--- src/rtl/tdm_demux_deserializer_pkg.sv ---
// Shared types and defaults for the TDM receive deserializer.
// PARITY_CHECK_EN adds a trailing even-parity slot to every frame.
package tdm_pkg;

  localparam int TDM_N_CH_DEF = 4;
  localparam int TDM_W_DEF    = 1;

`ifdef PARITY_CHECK_EN
  localparam int TDM_PAR = 1;
`else
  localparam int TDM_PAR = 0;
`endif

  typedef enum logic {
    IDLE,
    FILL
  } state_t;

  function automatic int slot_w(input int n);
    return $clog2(n);
  endfunction

endpackage

--- src/rtl/tdm_demux_deserializer_if.sv ---
// Serial slot input and parallel frame output bundle of the receiver.
// The slot index width includes the parity slot when PARITY_CHECK_EN is set.
interface tdm_demux_deserializer_if
  import tdm_pkg::*;
#(
  parameter int N_CH = TDM_N_CH_DEF,
  parameter int W    = TDM_W_DEF
);

  localparam int SW = slot_w(N_CH + TDM_PAR);

  logic                E;
  logic [W-1:0]        I;
  logic                I_valid;
  logic                sync;
  logic [0:N_CH*W-1]   Y;
  logic                Y_valid;
  logic [SW-1:0]       A;
  logic                err;

  modport master (
    output E, I, I_valid, sync,
    input  Y, Y_valid, A, err
  );

  modport slave (
    input  E, I, I_valid, sync,
    output Y, Y_valid, A, err
  );

endinterface

--- src/rtl/tdm_demux_deserializer_slot_counter.sv ---
// Slot index counter: clear beats resync-to-1 beats increment.
// Wraps from N_SLOTS-1 back to 0.
module tdm_slot_counter
  import tdm_pkg::*;
#(
  parameter int N_SLOTS = TDM_N_CH_DEF,
  parameter int SW      = slot_w(N_SLOTS)
) (
  input  logic          clk,
  input  logic          rst,
  input  logic          clr,
  input  logic          load1,
  input  logic          inc,
  output logic [SW-1:0] A,
  output logic          last
);

  assign last = (A == SW'(N_SLOTS - 1));

  always_ff @(posedge clk or posedge rst) begin
    if (rst) begin
      A <= '0;
    end else if (clr) begin
      A <= '0;
    end else if (load1) begin
      A <= SW'(1);
    end else if (inc) begin
      A <= last ? '0 : A + SW'(1);
    end
  end

endmodule

--- src/rtl/tdm_demux_deserializer.sv ---
// TDM receiver: gathers N_CH serial slots into one registered frame.
// With PARITY_CHECK_EN an extra slot carries even parity of the frame.
module tdm_demux_deserializer
  import tdm_pkg::*;
#(
  parameter int N_CH = TDM_N_CH_DEF,
  parameter int W    = TDM_W_DEF
) (
  input logic                    clk,
  input logic                    rst,
  tdm_demux_deserializer_if.slave bus
);

  localparam int NS = N_CH + TDM_PAR;
  localparam int SW = slot_w(NS);

  state_t            state;
  state_t            state_nxt;
  logic [SW-1:0]     a;
  logic [SW-1:0]     idx;
  logic              last;
  logic              accept;
  logic              resync;
  logic              close;
  logic              par_ok;
  logic [0:N_CH*W-1] sh;
  logic [0:N_CH*W-1] frame;

  assign accept = bus.I_valid & ~bus.E;
  assign resync = accept & bus.sync & (state == FILL);
  assign close  = accept & last & ~resync;
  assign idx    = resync ? '0 : a;
  assign bus.A  = a;

  tdm_slot_counter #(
    .N_SLOTS (NS),
    .SW      (SW)
  ) u_cnt (
    .clk   (clk),
    .rst   (rst),
    .clr   (bus.E),
    .load1 (accept & bus.sync),
    .inc   (accept),
    .A     (a),
    .last  (last)
  );

  always_ff @(posedge clk or posedge rst) begin
    if (rst) begin
      state <= IDLE;
    end else begin
      state <= state_nxt;
    end
  end

  always_comb begin
    state_nxt = state;
    if (bus.E || close) begin
      state_nxt = IDLE;
    end else if (accept) begin
      state_nxt = FILL;
    end
  end

  always_ff @(posedge clk or posedge rst) begin
    if (rst) begin
      sh <= '0;
    end else if (bus.E) begin
      sh <= '0;
    end else if (accept) begin
      for (int k = 0; k < N_CH; k++) begin
        if (idx == SW'(k)) begin
          sh[k*W +: W] <= bus.I;
        end
      end
    end
  end

  // Without parity the closing slot is live data, not yet in the shadow.
  always_comb begin
    frame = sh;
`ifndef PARITY_CHECK_EN
    frame[(N_CH-1)*W +: W] = bus.I;
`endif
  end

`ifdef PARITY_CHECK_EN
  assign par_ok = ((^sh) == bus.I[0]);
`else
  assign par_ok = 1'b1;
`endif

  always_ff @(posedge clk or posedge rst) begin
    if (rst) begin
      bus.Y       <= '0;
      bus.Y_valid <= 1'b0;
      bus.err     <= 1'b0;
    end else if (bus.E) begin
      bus.Y       <= '0;
      bus.Y_valid <= 1'b0;
      bus.err     <= 1'b0;
    end else begin
      bus.Y_valid <= 1'b0;
      bus.err     <= resync;
      if (close) begin
        if (par_ok) begin
          bus.Y       <= frame;
          bus.Y_valid <= 1'b1;
        end else begin
          bus.err <= 1'b1;
        end
      end
    end
  end

endmodule

--- src/flat_wrapper.sv ---
// flat-port wrapper written by rule: the top's interface ports become plain ports
module tdm_demux_deserializer_flat import tdm_pkg::*;
#(
  parameter int N_CH = TDM_N_CH_DEF,
  parameter int W    = TDM_W_DEF
)
  (clk, rst, bus_E, bus_I, bus_I_valid, bus_sync, bus_Y, bus_Y_valid, bus_A, bus_err);
  tdm_demux_deserializer_if #(.N_CH(N_CH), .W(W)) bus_i ();
  input logic clk;
  input logic rst;
  input wire logic [$bits(bus_i.E)-1:0] bus_E;
  input wire logic [$bits(bus_i.I)-1:0] bus_I;
  input wire logic [$bits(bus_i.I_valid)-1:0] bus_I_valid;
  input wire logic [$bits(bus_i.sync)-1:0] bus_sync;
  output wire logic [$bits(bus_i.Y)-1:0] bus_Y;
  output wire logic [$bits(bus_i.Y_valid)-1:0] bus_Y_valid;
  output wire logic [$bits(bus_i.A)-1:0] bus_A;
  output wire logic [$bits(bus_i.err)-1:0] bus_err;
  assign bus_i.E = bus_E;
  assign bus_i.I = bus_I;
  assign bus_i.I_valid = bus_I_valid;
  assign bus_i.sync = bus_sync;
  assign bus_Y = bus_i.Y;
  assign bus_Y_valid = bus_i.Y_valid;
  assign bus_A = bus_i.A;
  assign bus_err = bus_i.err;
  tdm_demux_deserializer #(.N_CH(N_CH), .W(W)) u_core (.clk(clk), .rst(rst), .bus(bus_i));
endmodule
--- config.mk ---
export PLATFORM = sky130hd
export DESIGN_NAME = tdm_demux_deserializer_flat
export DESIGN_NICKNAME = d
export VERILOG_FILES = /design/src/rtl/tdm_demux_deserializer_pkg.sv /design/src/rtl/tdm_demux_deserializer_if.sv /design/src/rtl/tdm_demux_deserializer_slot_counter.sv /design/src/rtl/tdm_demux_deserializer.sv /design/src/flat_wrapper.sv
export SDC_FILE = /design/constraint.sdc
export NUM_CORES = 1
export LEC_CHECK = 0
export CELL_PAD_IN_SITES_DETAIL_PLACEMENT = 0
export CELL_PAD_IN_SITES_GLOBAL_PLACEMENT = 1
export CORE_AREA = 4 4 46 48
export DETAILED_ROUTE_END_ITERATION = 12
export DIE_AREA = 0 0 50 52
export PLACE_DENSITY = 0.8
export SLEW_MARGIN = 0
export SYNTH_ARGS = -nofsm -noshare
export SYNTH_HDL_FRONTEND = slang
export SYNTH_SLANG_ARGS = --single-unit
export TNS_END_PERCENT = 30
--- constraint.sdc ---
create_clock -name clk -period 2.6 [get_ports clk]
set_input_delay 0.39 -clock clk [delete_from_list [all_inputs] [get_ports clk]]
set_output_delay 0.39 -clock clk [all_outputs]
set_load 0.01 [all_outputs]
==> impl_metrics.toml, run 1 <==
[status]
outcome = "finished, final reports clean"

[global_route]
antenna_found_initial = 0
grt_max_degree = 15
grt_pass1_vias = 416
grt_use_total_pct = 10.69
grt-ovfl-total = 0
grt_pass1_wl_um = 1966

[layout]
final_cell_mix = "clkdlybuf4s50_1 (13), dfrtp_1 (12), nand2b_1 (6), nor2b_1 (5), mux2i_1 (4)"
fill_cells = 175
n_antenna_cell = 0
fin_nets = 73
drive_above_1_share_pct = 12.31
final_common_cell = "clkdlybuf4s50_1"
final_util_pct = 44.54
area_growth_pct = 29.64

[logic_synthesis]
syn_avg_cell_area_um2 = 11.51
ys_types = 18
ys_seq_area_share_pct = 51.17
synth_cells = 51
ys_warn_count = 0
synth-seq-cells = 12
synth_area_um2 = 586.8
syn-num-nets = 58

[floorplanning]
initial_utilization_pct = 34.36
die_x_um = 50
coreArea_mm2 = 0.001708
fp-row-count = 15
die_area_mm2 = 0.002600
ios = 14
fp.dieH_um = 52

[cts]
cts-root-buf = "clkbuf_4"
cts_resized = 0
htree_levels = 1
clkTransAtPathRegs_ns = 0.08
cts_sinks = 12
cts-buffers-inserted = 3
tritoncts = "built"
post-cts-setup-buffers = 0
clockBufferDepth = 2
cts-hold-fix-buffers = 0
clock_latency_ns = 0.28

[setup_path]
crit_buf_inv = 1
cp-end-kind = "primary output"
worst_r2r_path_depth = 3
worstPathRequired_ns = 2.21
critPathTopFamily = "buffers and inverters"
r2r-start = "u_core.u_cnt.A[0]$_DFFE_PP0P_"
cp_slowest_stage_delay_ns = 0.59
worstPathCellList = "clkdlybuf4s50_1"
criticalPathCategory = "flip-flop to primary output"
reg2reg_to = "u_core.bus.Y[1]$_DFFE_PP0N_"
crit_path_start_kind = "flip-flop"
path_max_fanout = 7
regToRegSetupSlack_ns = 1.07
arrival_ns = 1.35
cp_slowest_cell = "clkdlybuf4s50_1"
worstSetupStartpoint = "u_core.u_cnt.A[0]$_DFFE_PP0P_"

[routing]
initialDrtViolationCount = 1
vias_per_cell = 4.478
drcViolationCount = 0
wl_per_cell_um = 11.48
dr.pass1.iters = 2
wirelength_um = 1033
ant_nets = 0
vias = 403

[place]
dp_hpwl_um = 771.1
gp_routability_congestion = 0.6505
portBuffers = 13

[timing]
setup_violations = 0
rsz0062_at_grt = "false"
report.final.slew_viol_count = 0
worstMarginPinSlew_ns = 0.4359
slew_headroom_pct = 70.91
hold_viol_final = 0
tns_ns = 0
post-route-period-util_pct = 66.78
max_freq_ghz = 0.5760
clock_skew_ns = 0.002932
fin_crit_ns = 1.736

[power]
p_leak_nw = 0.3440
powerDensity_mw_per_mm2 = 505.6
peakVddDrop_uv = 161.2

[flow_run]
max_cap_viol_count = 0

[hold_path]
hp-class = "primary input to async pin"
-- worst register-to-register path, delay by kind of cell (launching register included) --
kind	cells	cell delay [ns]
and+or+nand+nor	1	0.36
DFF	1	0.48
muxes	1	0.32
adders and majority gates	1	0.25
-- worst max-delay path by stage --
| stage | to | cells after the start |
|---|---|---|
| finish | bus_A[0] | 1 |
| global route | bus_A[0] | 1 |
| CTS | bus_A[0] | 1 |
| detailed placement | u_core.bus.Y[1]$_DFFE_PP0N_ | 3 |
| global placement | u_core.bus.Y[1]$_DFFE_PP0N_ | 3 |
| floorplan | u_core.bus.Y[0]$_DFFE_PP0N_ | 4 |
-- synth_stat cells --
library cell  number  area (um^2)
a21oi_1            1        5.000
a31oi_1            1        6.260
and4b_1            2        20.02
nor2_1             3        11.26
buf_4              1        7.510
nor3_2             1        10.01
o22ai_1            2        12.51
ha_1               1        12.51
buf_6              1        11.26
mux2_4             3        45.04
nand2b_1           6        37.54
inv_1              3        11.26
buf_2              1        5.000
dfrtp_1           12        300.3
o2111ai_1          1        8.760
nand2_1            3        11.26
mux2i_1            4        40.04
nor2b_1            5        31.28
-- through the flow --
step	hold slack [ns]	power (mW)	setup slack, ns	std cells	instance area [um^2]
finish	0.4075	0.3846	0.8638	90	760.7
global route	0.4606	0.4043	0.7878	90	760.7
CTS	0.4301	0.3906	0.8498	90	760.7
detailed placement	0.4943	0.2404	0.6446	86	724.4
global placement	0.4950	0.2399	0.6567	86	724.4
floorplan	0.2547	0.2233	1.193	51	586.8
-- cell families (layout without fill, tap and decap cells) --
kind of cell | count (synthesis) | count (layout) | share of synthesized area [%]
adders and majority gates | 1 | 1 | 2.132
and+or+nand+nor | 20 | 20 | 20.68
muxes | 7 | 7 | 14.50
AOI/OAI and AO/OA | 5 | 5 | 5.544
buffers and inverters | 6 | 20 | 5.970
DFF | 12 | 12 | 51.17
-- cell type report --
type                    instances  area [um^2]  area share [%]
flip-flops and latches         12        300.3           39.47
multi-input cells              33        251.5           33.06
repair buffers                 13        130.1           17.11
clock buffers                   4        36.28           4.770
well taps                      25        31.28           4.112
inverters                       3        11.26           1.480
-- sequential cells by signal, indices dropped and copies added (netlist names) --
register            cells
u_core.bus.Y            4
u_core.bus.Y_valid      1
u_core.bus.err          1
u_core.sh               3
u_core.state            1
u_core.u_cnt.A          2
-- layer usage --
layer	track usage, %	routed length [um]	vias to the layer above	part of all wire, %
met3	4.011	72	5	7.0
met1	13.04	445	183	43
li1	-	-	202	-
met5	0	0	-	0
met4	9.677	52	0	5.0
met2	14.35	463	13	45
-- power breakdown --
group	internal, mW	total (mW)	switching [mW]
clock	0.0852	0.149	0.0633
combinational	0.0203	0.0390	0.0188
sequential	0.192	0.197	0.00534
Power figures use the tool's default switching activity.
==> run 2, diff against run 1 <==
- CORE_AREA: 4 4 46 48 -> 4 4 48 50
- DIE_AREA: 0 0 50 52 -> 0 0 52 54
- PLACE_DENSITY: 0.8 -> 0.78
- clock period: 2.6 -> 1.4 ns (I/O delays scaled with it)
==> run 2 against run 1 <==
  * Worst hold slack got worse by 0.16 ns
  * Critical path depth unchanged
  * Setup slack worse by 0.83 ns
  * Largest cell class unchanged
  * Via count is 6.0% higher
==> impl_metrics.toml, run 2 (same netlist as run 1, synthesis figures left out) <==
[power]
peakVddDrop_uv = 453.2
power_frac_seq_pct = 53.2
intPower_uw = 517.2
switching_power_uw = 163.7
p_total_uw = 680.9
powerDensity_mw_per_mm2 = 827.1
switching_share_pct = 24.05
comb_power_share_pct = 13.8
p_clk_share_pct = 33.0
p_leak_nw = 0.4068

[setup_path]
r2r-start = "u_core.u_cnt.A[0]$_DFFE_PP0P_"
worstSetupStartpoint = "u_core.bus.Y[2]$_DFFE_PP0N_"
criticalPathCategory = "flip-flop to primary output"
path_max_fanout = 2
critPathTopFamily = "buffers and inverters"
cp_slowest_cell = "clkdlybuf4s50_1"
worstPathRequired_ns = 1.19
crit_buf_inv = 1
cp_slowest_stage_delay_ns = 0.54
arrival_ns = 1.16
worstPathCellList = "clkdlybuf4s50_1"
cp-end-kind = "primary output"
crit_path_start_kind = "flip-flop"

[routing]
vias_per_cell = 4.228
wl_per_cell_um = 11.60
dr.pass1.iters = 4
initialDrtViolationCount = 4
wirelength_um = 1172
drcViolationCount = 0
ant_nets = 0
vias = 427

[timing]
slew_headroom_pct = 69.32
worstMarginPinSlew_ns = 0.4596
clock_skew_ns = 0.006983
fin_crit_ns = 1.366
report.final.slew_viol_count = 0
timing.hold.ws_ns = 0.2464
max_freq_ghz = 0.7321
post-route-period-util_pct = 97.56
hold_viol_final = 0
setup_violations = 0
rsz0062_at_grt = "false"

[layout]
final_common_cell = "dfrtp_1"
fill_cells = 186
drive_above_1_share_pct = 24.32
fin_cells = 101
final_cell_mix = "dfrtp_1 (11), clkdlybuf4s50_1 (10), buf_4 (9), nand2b_1 (6), nor2b_1 (5)"
n_antenna_cell = 0
area_growth_pct = 40.30
top_regs = "u_core.bus.Y: 4 flops, u_core.sh: 3 flops, u_core.u_cnt.A: 2 flops"
top_register = "u_core.bus.Y"
fin_nets = 82
largest_reg_flops = 4

[global_route]
grt_max_degree = 13
grt_pass1_wl_um = 1814
grt_pass1_vias = 417
met1_usage_pct = 12.44
grt.busiest_layer = "met2"
antenna_found_initial = 0
grt-ovfl-total = 0
met3_usage_pct = 1.662
grt_util_met2_pct = 12.97
grt_use_total_pct = 9.351

[place]
dp_hpwl_um = 858.4
portBuffers = 13
dp.cells = 97
gp_routability_congestion = 0.7901

[cts]
cts-root-buf = "clkbuf_4"
htree_levels = 1
cts_sinks = 12
clockBufferDepth = 2
clkTransAtPathRegs_ns = 0.08
tritoncts = "built"
cts-hold-fix-buffers = 0
clock_latency_ns = 0.27
post-cts-setup-buffers = 0
cts-buffers-inserted = 3

[flow_run]
max_cap_viol_count = 0

[status]
outcome = "finished, final reports clean"

[floorplanning]
initial_utilization_pct = 30.86
die_x_um = 52
fp-row-count = 16
fp.dieH_um = 54
coreArea_mm2 = 0.001902
ios = 14
die_area_mm2 = 0.002808

[hold_path]
hp-class = "primary input to async pin"
-- run 2: timing repair --
action                     CTS  global route
gates resized for setup      2             2
pin swaps                    0             0
setup endpoints to repair    2             4
-- run 2: final cells by class --
class,instances,area (um^2),area share [%]
timing repair buffer,22,197.7,24.01
tap,27,33.78,4.103
sequential,12,301.5,36.63
multi-input combinational,33,252.7,30.70
clock buffer,4,26.28,3.191
inverter,3,11.26,1.368
-- run 2: per-layer routing --
metal	vias to the layer above	part of all wire [%]
met5	-	0
met1	188	50
met4	0	1.9
li1	218	-
met3	2	5.2
met2	19	43
-- run 2: power groups by stage --
stage | Clock, mW | Combinational (mW) | Sequential (mW)
2_1_floorplan | 0 | 0.0423 | 0.373
3_3_place_gp | 0 | 0.0960 | 0.369
3_5_place_dp | 0 | 0.0960 | 0.369
4_1_cts | 0.230 | 0.0945 | 0.362
5_1_grt | 0.247 | 0.104 | 0.363
6_report | 0.225 | 0.0937 | 0.362
-- run 2: path summary, 6_finish.rpt --
| kind | end | slack, ns | cells past startpoint |
|---|---|---|---|
| hold reg to reg | u_core.bus.Y[1]$_DFFE_PP0N_ | 0.52 | 1 |
| max in group asynchronous | u_core.u_cnt.A[0]$_DFFE_PP0P_ | 0.82 | 2 |
| setup reg to reg | u_core.bus.Y[3]$_DFFE_PP0N_ | 0.07 | 3 |
| min in group clk | u_core.bus.Y[1]$_DFFE_PP0N_ | 0.52 | 1 |
| hold / removal | u_core.sh[0]$_DFFE_PP0P_ | 0.25 | 2 |
| setup / recovery | bus_Y[1] | 0.03 | 1 |
-- run 2: stage by stage --
step	setup WS, ns	util [%]	area, um^2	setup TNS [ns]
after floorplan	0.02060	-	588.1	0
after global placement	-0.1227	41.84	795.8	-0.6232
after detailed placement	-0.1881	41.84	795.8	-0.8774
after CTS	0.02212	43.09	819.5	0
after global routing	0.01346	43.29	823.3	0
final	0.03415	43.29	823.3	0
